File: config.mk
export PLATFORM = sky130hd
export DESIGN_NAME = rsa_decryptor
export DESIGN_NICKNAME = d
export VERILOG_FILES = /design/src/rtl/rsa_decryptor.sv
export SDC_FILE = /design/constraint.sdc
export NUM_CORES = 1
export LEC_CHECK = 0
export BUFFER_PORTS_ARGS = -buffer_cell sky130_fd_sc_hd__buf_4
export CAP_MARGIN = 30
export CORE_MARGIN = 2
export CORE_UTILIZATION = 45
export CTS_CLUSTER_SIZE = 25
export DETAILED_ROUTE_END_ITERATION = 10
export GPL_TIMING_DRIVEN = 0
export SYNTH_ARGS = -nofsm -noshare
export SYNTH_HDL_FRONTEND = slang
export SYNTH_SLANG_ARGS = --single-unit
File: constraint.sdc
create_clock -name clk -period 32.6 [get_ports clk]
set_input_delay 1.63 -clock clk [delete_from_list [all_inputs] [get_ports clk]]
set_output_delay 1.63 -clock clk [all_outputs]
set_load 0.005 [all_outputs]
File: src/rtl/rsa_decryptor.sv
// RSA receive side: derives d = e^-1 mod lamda by iterative extended Euclid,
// then recovers plain = cipher^d mod n by LSB-first square-and-multiply.
module rsa_decryptor #(
    parameter int W = 8
) (
    input  logic         clk,
    input  logic         reset,
    input  logic         start,
    input  logic [W-1:0] lamda,
    input  logic [W-1:0] e_key,
    input  logic [W-1:0] n_mod,
    input  logic [W-1:0] cipher,
    output logic         ready,
    output logic         out_valid,
    output logic [W-1:0] plain,
    output logic [W-1:0] d_key,
    output logic         error
);

    localparam int TW = W + 2;
    localparam int CW = (W > 1) ? $clog2(W) : 1;

    typedef enum logic [2:0] {
        S_IDLE,
        S_CHK,
        S_INV,
        S_NORM,
        S_EXP,
        S_DONE
    } state_t;

    state_t state_q, state_d;

    logic [W-1:0]         lam_q, lam_d;
    logic [W-1:0]         e_q, e_d;
    logic [W-1:0]         n_q, n_d;
    logic [W-1:0]         c_q, c_d;
    logic [W-1:0]         r0_q, r0_d;
    logic [W-1:0]         r1_q, r1_d;
    logic signed [TW-1:0] t0_q, t0_d;
    logic signed [TW-1:0] t1_q, t1_d;
    logic [W-1:0]         base_q, base_d;
    logic [W-1:0]         acc_q, acc_d;
    logic [W-1:0]         d_q, d_d;
    logic [CW-1:0]        cnt_q, cnt_d;
    logic [W-1:0]         plain_q, plain_d;
    logic [W-1:0]         dkey_q, dkey_d;
    logic                 error_q, error_d;

    logic [W-1:0]         quot, rem;
    logic signed [TW-1:0] t_step;
    logic signed [TW-1:0] norm_sum;
    logic [W-1:0]         acc_mul, base_sq;
    logic                 fin, fin_err;

    // Full 2W-bit product so nothing is lost before the modular reduction.
    function automatic logic [W-1:0] mulmod(input logic [W-1:0] a,
                                            input logic [W-1:0] b,
                                            input logic [W-1:0] m);
        logic [2*W-1:0] p;
        p = {{W{1'b0}}, a} * {{W{1'b0}}, b};
        if (m == '0) return '0;
        return W'(p % {{W{1'b0}}, m});
    endfunction

    always_comb begin
        // NOTE: every comb output gets a default first so no path infers a latch.
        state_d = state_q;
        lam_d   = lam_q;
        e_d     = e_q;
        n_d     = n_q;
        c_d     = c_q;
        r0_d    = r0_q;
        r1_d    = r1_q;
        t0_d    = t0_q;
        t1_d    = t1_q;
        base_d  = base_q;
        acc_d   = acc_q;
        d_d     = d_q;
        cnt_d   = cnt_q;
        plain_d = plain_q;
        dkey_d  = dkey_q;
        error_d = error_q;
        fin     = 1'b0;
        fin_err = 1'b0;
        quot    = '0;
        rem     = '0;

        if (r1_q != '0) begin
            quot = r0_q / r1_q;
            rem  = r0_q % r1_q;
        end
        t_step   = t0_q - signed'({2'b00, quot}) * t1_q;
        norm_sum = t0_q + signed'({2'b00, lam_q});
        acc_mul  = mulmod(acc_q, base_q, n_q);
        base_sq  = mulmod(base_q, base_q, n_q);

        unique case (state_q)
            S_IDLE: begin
                if (start) begin
                    lam_d   = lamda;
                    e_d     = e_key;
                    n_d     = n_mod;
                    c_d     = cipher;
                    state_d = S_CHK;
                end
            end
            S_CHK: begin
                if (lam_q < W'(2) || n_q < W'(2) || e_q == '0) begin
                    fin     = 1'b1;
                    fin_err = 1'b1;
                end else begin
                    r0_d    = lam_q;
                    r1_d    = e_q % lam_q;
                    t0_d    = '0;
                    t1_d    = TW'(1);
                    base_d  = c_q % n_q;
                    acc_d   = W'(1);
                    cnt_d   = '0;
                    state_d = S_INV;
                end
            end
            S_INV: begin
                if (r1_q == '0) begin
                    // e was a multiple of lamda: gcd is r0 itself.
                    fin     = (r0_q != W'(1));
                    fin_err = fin;
                    if (!fin) state_d = S_NORM;
                end else begin
                    r0_d = r1_q;
                    r1_d = rem;
                    t0_d = t1_q;
                    t1_d = t_step;
                    if (rem == '0) begin
                        fin     = (r1_q != W'(1));
                        fin_err = fin;
                        if (!fin) state_d = S_NORM;
                    end
                end
            end
            S_NORM: begin
                d_d     = W'(t0_q[TW-1] ? norm_sum : t0_q);
                state_d = S_EXP;
            end
            S_EXP: begin
                if (d_q[cnt_q]) acc_d = acc_mul;
                base_d = base_sq;
                cnt_d  = cnt_q + CW'(1);
                if (cnt_q == CW'(W - 1)) fin = 1'b1;
            end
            S_DONE: begin
                state_d = S_IDLE;
            end
            default: begin
                state_d = S_IDLE;
            end
        endcase

        // Result registers load on the edge into DONE so they are valid with out_valid.
        if (fin) begin
            state_d = S_DONE;
            if (fin_err) begin
                plain_d = '0;
                dkey_d  = '0;
                error_d = 1'b1;
            end else begin
                plain_d = acc_d;
                dkey_d  = d_q;
                error_d = 1'b0;
            end
        end
    end

    always_ff @(posedge clk or posedge reset) begin
        if (reset) begin
            state_q <= S_IDLE;
            lam_q   <= '0;
            e_q     <= '0;
            n_q     <= '0;
            c_q     <= '0;
            r0_q    <= '0;
            r1_q    <= '0;
            t0_q    <= '0;
            t1_q    <= '0;
            base_q  <= '0;
            acc_q   <= '0;
            d_q     <= '0;
            cnt_q   <= '0;
            plain_q <= '0;
            dkey_q  <= '0;
            error_q <= 1'b0;
        end else begin
            state_q <= state_d;
            lam_q   <= lam_d;
            e_q     <= e_d;
            n_q     <= n_d;
            c_q     <= c_d;
            r0_q    <= r0_d;
            r1_q    <= r1_d;
            t0_q    <= t0_d;
            t1_q    <= t1_d;
            base_q  <= base_d;
            acc_q   <= acc_d;
            d_q     <= d_d;
            cnt_q   <= cnt_d;
            plain_q <= plain_d;
            dkey_q  <= dkey_d;
            error_q <= error_d;
        end
    end

    assign ready     = (state_q == S_IDLE);
    assign out_valid = (state_q == S_DONE);
    assign plain     = plain_q;
    assign d_key     = dkey_q;
    assign error     = error_q;

endmodule

==> results by group, run 1 <==
Synthesis
  • Yosys reg bits: ~120
  • Synthesized area: around 27000 um2
  • Ys flop type: dfrtp_1
  • Sequential share of the synthesized area: about a tenth
  • YS warnings: 0
  • Number of synthesized flops with an enable pin: 0
  • Syn nets: 4034
  • Post-synth cell types: approximately 120
  • Post-synthesis cell count: 3480
  • Syn Area/Cell: 7.803 um2
  • Asr flop ratio synth: between 90% and 100%

Die
  • Die Wd: between 200 and 250 um
  • Top-Level Pins: 54
  • Area of the die: between 60000 and 70000 um2
  • Starting density of the core: 45.24%
  • Die Y: 249.7 um
  • Row cnt: 90
  • Core footprint: around 60000 um2

Worst setup path
  • Slowest cell on crit path: or4_4
  • Most common cell on crit path: o21a_1
  • WP data arrival: about 32 ns
  • Req. time, crit path: 32.96 ns
  • CP Capture Type: flip-flop
  • WS Path Type: flip-flop to flip-flop
  • Critical path startpoint category: flip-flop
  • CP max stage delay: about 0.55 ns
  • Crit path buffers/inverters: 23
  • Crit Path Max Fanout: 8
  • CP delay by family, top: compound AO/OA/AOI/OAI gates

STA
  • Fmax: 31.26 MHz
  • Final Slew Violations: 0
  • Setup Skew: a little over 0.009 ns
  • Setup repair after global routing missed its margin: true
  • Final Critical Period: around 32 ns
  • Period utilization: roughly 100%
  • Final hold violation count: 0
  • Final setup fails: 0
  • Final setup TNS: 0 ns
  • Slew headroom: between 20% and 30%
  • Worst slew pin tran: between 1 and 1.5 ns

Drt
  • Final wirelength: between 70 and 80 mm
  • Starting DRC count in detailed routing: between 1000 and 1500
  • WL/cell: about 17 um
  • Vias: ~26000
  • Vias per cell: ~5.8
  • Pre-antenna DRT Iters: 5
  • DRC: 0
  • Post-DRT Antenna Nets: 0

Placed design
  • Post-DP HPWL: 59.88 mm
  • Post-DP Area: around 29000 um2
  • GP Congestion: roughly 0.88
  • Inst Count DP: 4325
  • Port bufs: between 50 and 60

CTS
  • Cts-stage hold buffer count: 0
  • CTS tree: yes
  • CTS Sinks: roughly 120
  • Maximum clock path buffer count: 2
  • CTS clk-pin slew, worst paths: ~0.06 ns
  • Number of CTS-inserted buffers: 17
  • Clk root buf: clkbuf_16
  • # H-tree levels: 4
  • Worst-skew pair later-pin latency: 0.45 ns

Global route
  • Initial antenna violation count: 1
  • Vias in the first global route: 25500
  • Total global-route track usage: ~24%
  • Total grt overflow: 0
  • Largest net degree at the start of global routing: 75
  • First-pass GRT wire length: about 130 mm

Final layout
  • Final core utilization: between 50% and 60%
  • Commonest cells after routing, fill and taps aside: ha_1 (362), nand2_1 (305), buf_4 (278), inv_1 (239), nor2_1 (199)
  • Final net count: between 4000 and 5000
  • Area grow syn2layout: 22.61%
  • Share of layout cells above drive strength 1: around a fifth
  • Antenna cells: 0
  • Most common cell after layout, fill and taps aside: ha_1
  • Post-route insts no fill: ~4600
  • Cell area after layout: about 33000 um2

Min path
  • Worst Hold Class: flip-flop to flip-flop

Outcome
  • Status: finished, final reports clean

Job
  • Max Cap Violations: 0
cells in the mapped netlist (19+ instances only):
cell / instances / area share [%]
mux2_2: 75 / 3.1
ha_1: 418 / 19
nor3_1: 160 / 2.9
or2_2: 24 / 0.55
o211ai_1: 38 / 1.1
nor2b_1: 39 / 0.90
xor2_1: 76 / 2.5
fa_1: 101 / 7.4
o21ai_1: 24 / 0.44
nand4_1: 23 / 0.53
nand3_1: 41 / 0.76
a21o_1: 93 / 2.6
nor2_1: 220 / 3.0
nand2_1: 323 / 4.5
a22o_1: 21 / 0.68
and3_1: 28 / 0.65
xnor2_1: 103 / 3.3
a21oi_1: 232 / 4.3
clkbuf_1: 97 / 1.3
mux2i_1: 60 / 2.2
o21ai_0: 214 / 3.9
inv_1: 258 / 3.6
dfrtp_1: 115 / 11
o21a_1: 128 / 3.5
o31ai_1: 66 / 1.8
nand2b_1: 59 / 1.4
nor4_1: 22 / 0.51
a211oi_1: 19 / 0.53
and2_1: 110 / 2.5
or3_1: 29 / 0.67
registers in the layout (all words and copies together) (netlist names):
name,count
t0_q,10
t1_q,10
acc_q,8
base_q,8
c_q,8
d_key,8
d_q,8
e_q,8
lam_q,8
n_q,8
plain,8
r0_q,8
r1_q,8
cnt_q,3
state_q,3
error,1
area by class of cell:
cell class                 instances  area, um2
fill                            5500      26730
multi-input combinational       2995      24890
sequential                       115       2890
timing repair buffer             302       2437
inverter                         259      980.9
tap                              782      978.4
buffer                            95      563.0
clock buffer                      17      425.4
clock inverter                    14      130.1
metrics by stage:
stage / setup slack, ns / hold WS (ns)
5_1_grt: -0.9038 / 0.5182
3_3_place_gp: -5.413 / 0.4666
4_1_cts: 0.01601 / 0.4921
6_report: 0.6076 / 0.4865
3_5_place_dp: -5.442 / 0.4754
2_1_floorplan: -0.001069 / 0.4498
worst reg2reg max path, delay by kind of cell (launching register included):
kind,cells,cell delay (ns)
DFF,1,0.44
AOI/OAI and AO/OA,83,14.79
xor gates and xnor gates,1,0.23
buffers and inverters,23,3.04
muxes,3,0.85
adders and majority gates,21,6.11
and+or+nand+nor,42,6.48
per-layer routing:
metal | up-vias | share of wire [%] | GRT usage, %
li1 | 13230 | - | -
met5 | - | 0 | 0
met2 | 539 | 47 | 41.70
met3 | 142 | 3.6 | 2.013
met1 | 12510 | 46 | 32.47
met4 | 0 | 3.3 | 8.313
what timing repair did:
item | in CTS | in global routing
endpoints found under the setup margin | 24 | 24
cloned | 0 | 3
resized for setup | 191 | 308
buffers inserted | 101 | 134
pin swaps | 64 | 171
kinds of logic (layout without fill, tap and decap cells):
kind of cell	after synthesis	in the layout	share of synthesized area [%]
buf+inv	370	687	5.211
fa+ha+maj	520	520	26.74
xor+xnor	179	179	5.773
simple gates	1131	1131	20.67
compound gates	1022	1022	25.15
mux	143	143	5.852
flops	115	115	10.60
path summary, 6_finish.rpt:
path	start	end	slack, ns	depth (start not counted)
setup / recovery	base_q[6]	base_q[3]	0.61	173
hold / removal	r1_q[4]	r1_q[4]	0.49	2
setup reg to reg	base_q[6]	base_q[3]	0.61	173
hold reg to reg	r1_q[4]	r1_q[4]	0.49	2
max in group asynchronous	reset	acc_q[3]	30.63	3
min in group asynchronous	reset	e_q[3]	1.20	2
Power of run 1 is left out: the tool's default activity adds up to more than one toggle a clock period on the data nets, which glitch-free logic cannot reach.
==> inputs of run 2 (changes only) <==
Settings changed: PLACE_DENSITY_LB_ADDON set to 0.05, TNS_END_PERCENT set to 10.
Clock period 32.6 ns to 40.1 ns, I/O delays scaled along.
==> run 2 against run 1 <==
Effect of this change: first-iteration DRC count decreased by 2.2%; wire length decreased by 0.77%; count of clock-buffer cells in the layout stayed put; maximum frequency shrank 14%; critical endpoint is now base_q[1]; critical path type unchanged.
==> results by group, run 2 (same netlist as run 1, synthesis figures left out) <==
Outcome
  • Status: finished, final reports clean

Worst setup path
  • Most common cell on crit path: a21oi_1
  • Slowest cell on crit path: or4_1
  • CP Capture Type: flip-flop
  • CP max stage delay: about 0.63 ns
  • CP delay by family, top: compound AO/OA/AOI/OAI gates
  • Req. time, crit path: about 40 ns
  • Crit path buffers/inverters: 17
  • WP data arrival: 37.47 ns
  • Crit Path Max Fanout: 10
  • WS Path Type: flip-flop to flip-flop
  • Critical path startpoint category: flip-flop

Drt
  • WL/cell: 18.08 um
  • Vias per cell: a little under 6
  • Vias: around 26000
  • DRC: 0
  • Final wirelength: 78.92 mm
  • Pre-antenna DRT Iters: 7
  • Post-DRT Antenna Nets: 0
  • Starting DRC count in detailed routing: roughly 1400

Placed design
  • Dpl ws: 0.3788 ns
  • Inst Count DP: between 4000 and 5000
  • GP Congestion: between 0.8 and 0.9
  • Port bufs: 53
  • Post-DP HPWL: between 60 and 70 mm

Die
  • Core footprint: about 60000 um2
  • Die Wd: 249.7 um
  • Top-Level Pins: 54
  • Starting density of the core: a little under half
  • Row cnt: 90
  • Area of the die: between 60000 and 70000 um2
  • Die Y: roughly 250 um

Global route
  • Total grt overflow: 0
  • Initial antenna violation count: 1
  • Total global-route track usage: roughly a quarter
  • Largest net degree at the start of global routing: between 60 and 70
  • First-pass GRT wire length: 128.1 mm
  • Vias in the first global route: 25080

Final layout
  • Area grow syn2layout: 8.939%
  • Most common cell after layout, fill and taps aside: ha_1
  • Final core utilization: 49.29%
  • Final net count: 4124
  • Regs by FF count: t0_q x10, t1_q x10
  • Fill cells: just under 6000
  • Share of layout cells above drive strength 1: under 10%
  • Commonest cells after routing, fill and taps aside: ha_1 (418), nand2_1 (323), inv_1 (250), a21oi_1 (227), nor2_1 (218)
  • Antenna cells: 0
  • Post-route insts no fill: 4365

CTS
  • Maximum clock path buffer count: 2
  • Worst-skew pair later-pin latency: approximately 0.45 ns
  • CTS clk-pin slew, worst paths: approximately 0.070 ns
  • Number of CTS-inserted buffers: 17
  • Clk root buf: clkbuf_16
  • CTS Sinks: 115
  • Cts-stage hold buffer count: 0
  • CTS tree: yes
  • # H-tree levels: 4

STA
  • Period utilization: between 90% and 100%
  • Final Critical Period: between 30 and 40 ns
  • Final Slew Violations: 0
  • Worst setup margin: around 3 ns
  • Final setup fails: 0
  • Fmax: 26.95 MHz
  • Final hold violation count: 0
  • Worst slew pin tran: about 1.0 ns
  • Slew headroom: slightly below 30%
  • Setup Skew: between 0.01 and 0.015 ns

Job
  • Max Cap Violations: 0

Min path
  • Worst Hold Class: flip-flop to flip-flop
==> run 2: changes by cell type in the layout (fill, tap and decap cells not counted), sizes merged <==
cell	change
clkinv	-1
bufinv	-1
inv	+6
clkbuf	+29
clkinvlp	-3
buf	-244
==> run 2: tightest hold or removal path: cells and delay by family (launching register included) <==
kind / cells / cell delay [ns]
flip-flops: 1 / 0.34
AO/OA/AOI/OAI: 1 / 0.07
AND/OR/NAND/NOR: 1 / 0.05
==> run 2: timing repair <==
action / 4_1_cts / 5_1_grt
resized for setup: 0 / 78
hold endpoints to repair: 0 / 0
endpoints found under the setup margin: 0 / 24
setup buffers: 0 / 14
==> run 2: metrics by stage <==
step / setup TNS [ns] / hold slack (ns) / area, um2
finish: 0 / 0.4923 / 29580
global route: -0.08011 / 0.5211 / 29580
CTS: 0 / 0.4984 / 29280
detailed placement: 0 / 0.4812 / 28680
global placement: 0 / 0.4656 / 28530
floorplan: 0 / 0.4498 / 27150
==> run 2: final timing paths <==
path | startpoint | end | slack (ns) | cells after the start
worst max-delay path | base_q[7] | base_q[1] | 2.99 | 169
worst min register to register | r1_q[4] | r1_q[4] | 0.49 | 2
min in group asynchronous | reset | e_q[3] | 1.65 | 2
worst min-delay path | r1_q[4] | r1_q[4] | 0.49 | 2
max in group asynchronous | reset | t0_q[7] | 37.74 | 3
worst max register to register | base_q[7] | base_q[1] | 2.99 | 169
==> run 2: area by class of cell <==
cell class / count / area (um2) / area share [%]
Multi-Input combinational cell: 2995 / 23020 / 77.81
Sequential cell: 115 / 2885 / 9.753
Tap cell: 782 / 978.4 / 3.308
Inverter: 259 / 977.2 / 3.303
Timing Repair Buffer: 74 / 665.6 / 2.250
Buffer: 108 / 454.2 / 1.535
Clock buffer: 17 / 425.4 / 1.438
Clock inverter: 15 / 178.9 / 0.6048
==> run 2: per-layer routing <==
layer  wire [um]  vias up  track usage (%)
li1            -    12800                -
met1       37030    12130            33.05
met2       36630      523            42.44
met3        2718      134            2.096
met4        2543        0            8.330
met5           0        -                0
Power of run 2 is left out for the same reason.
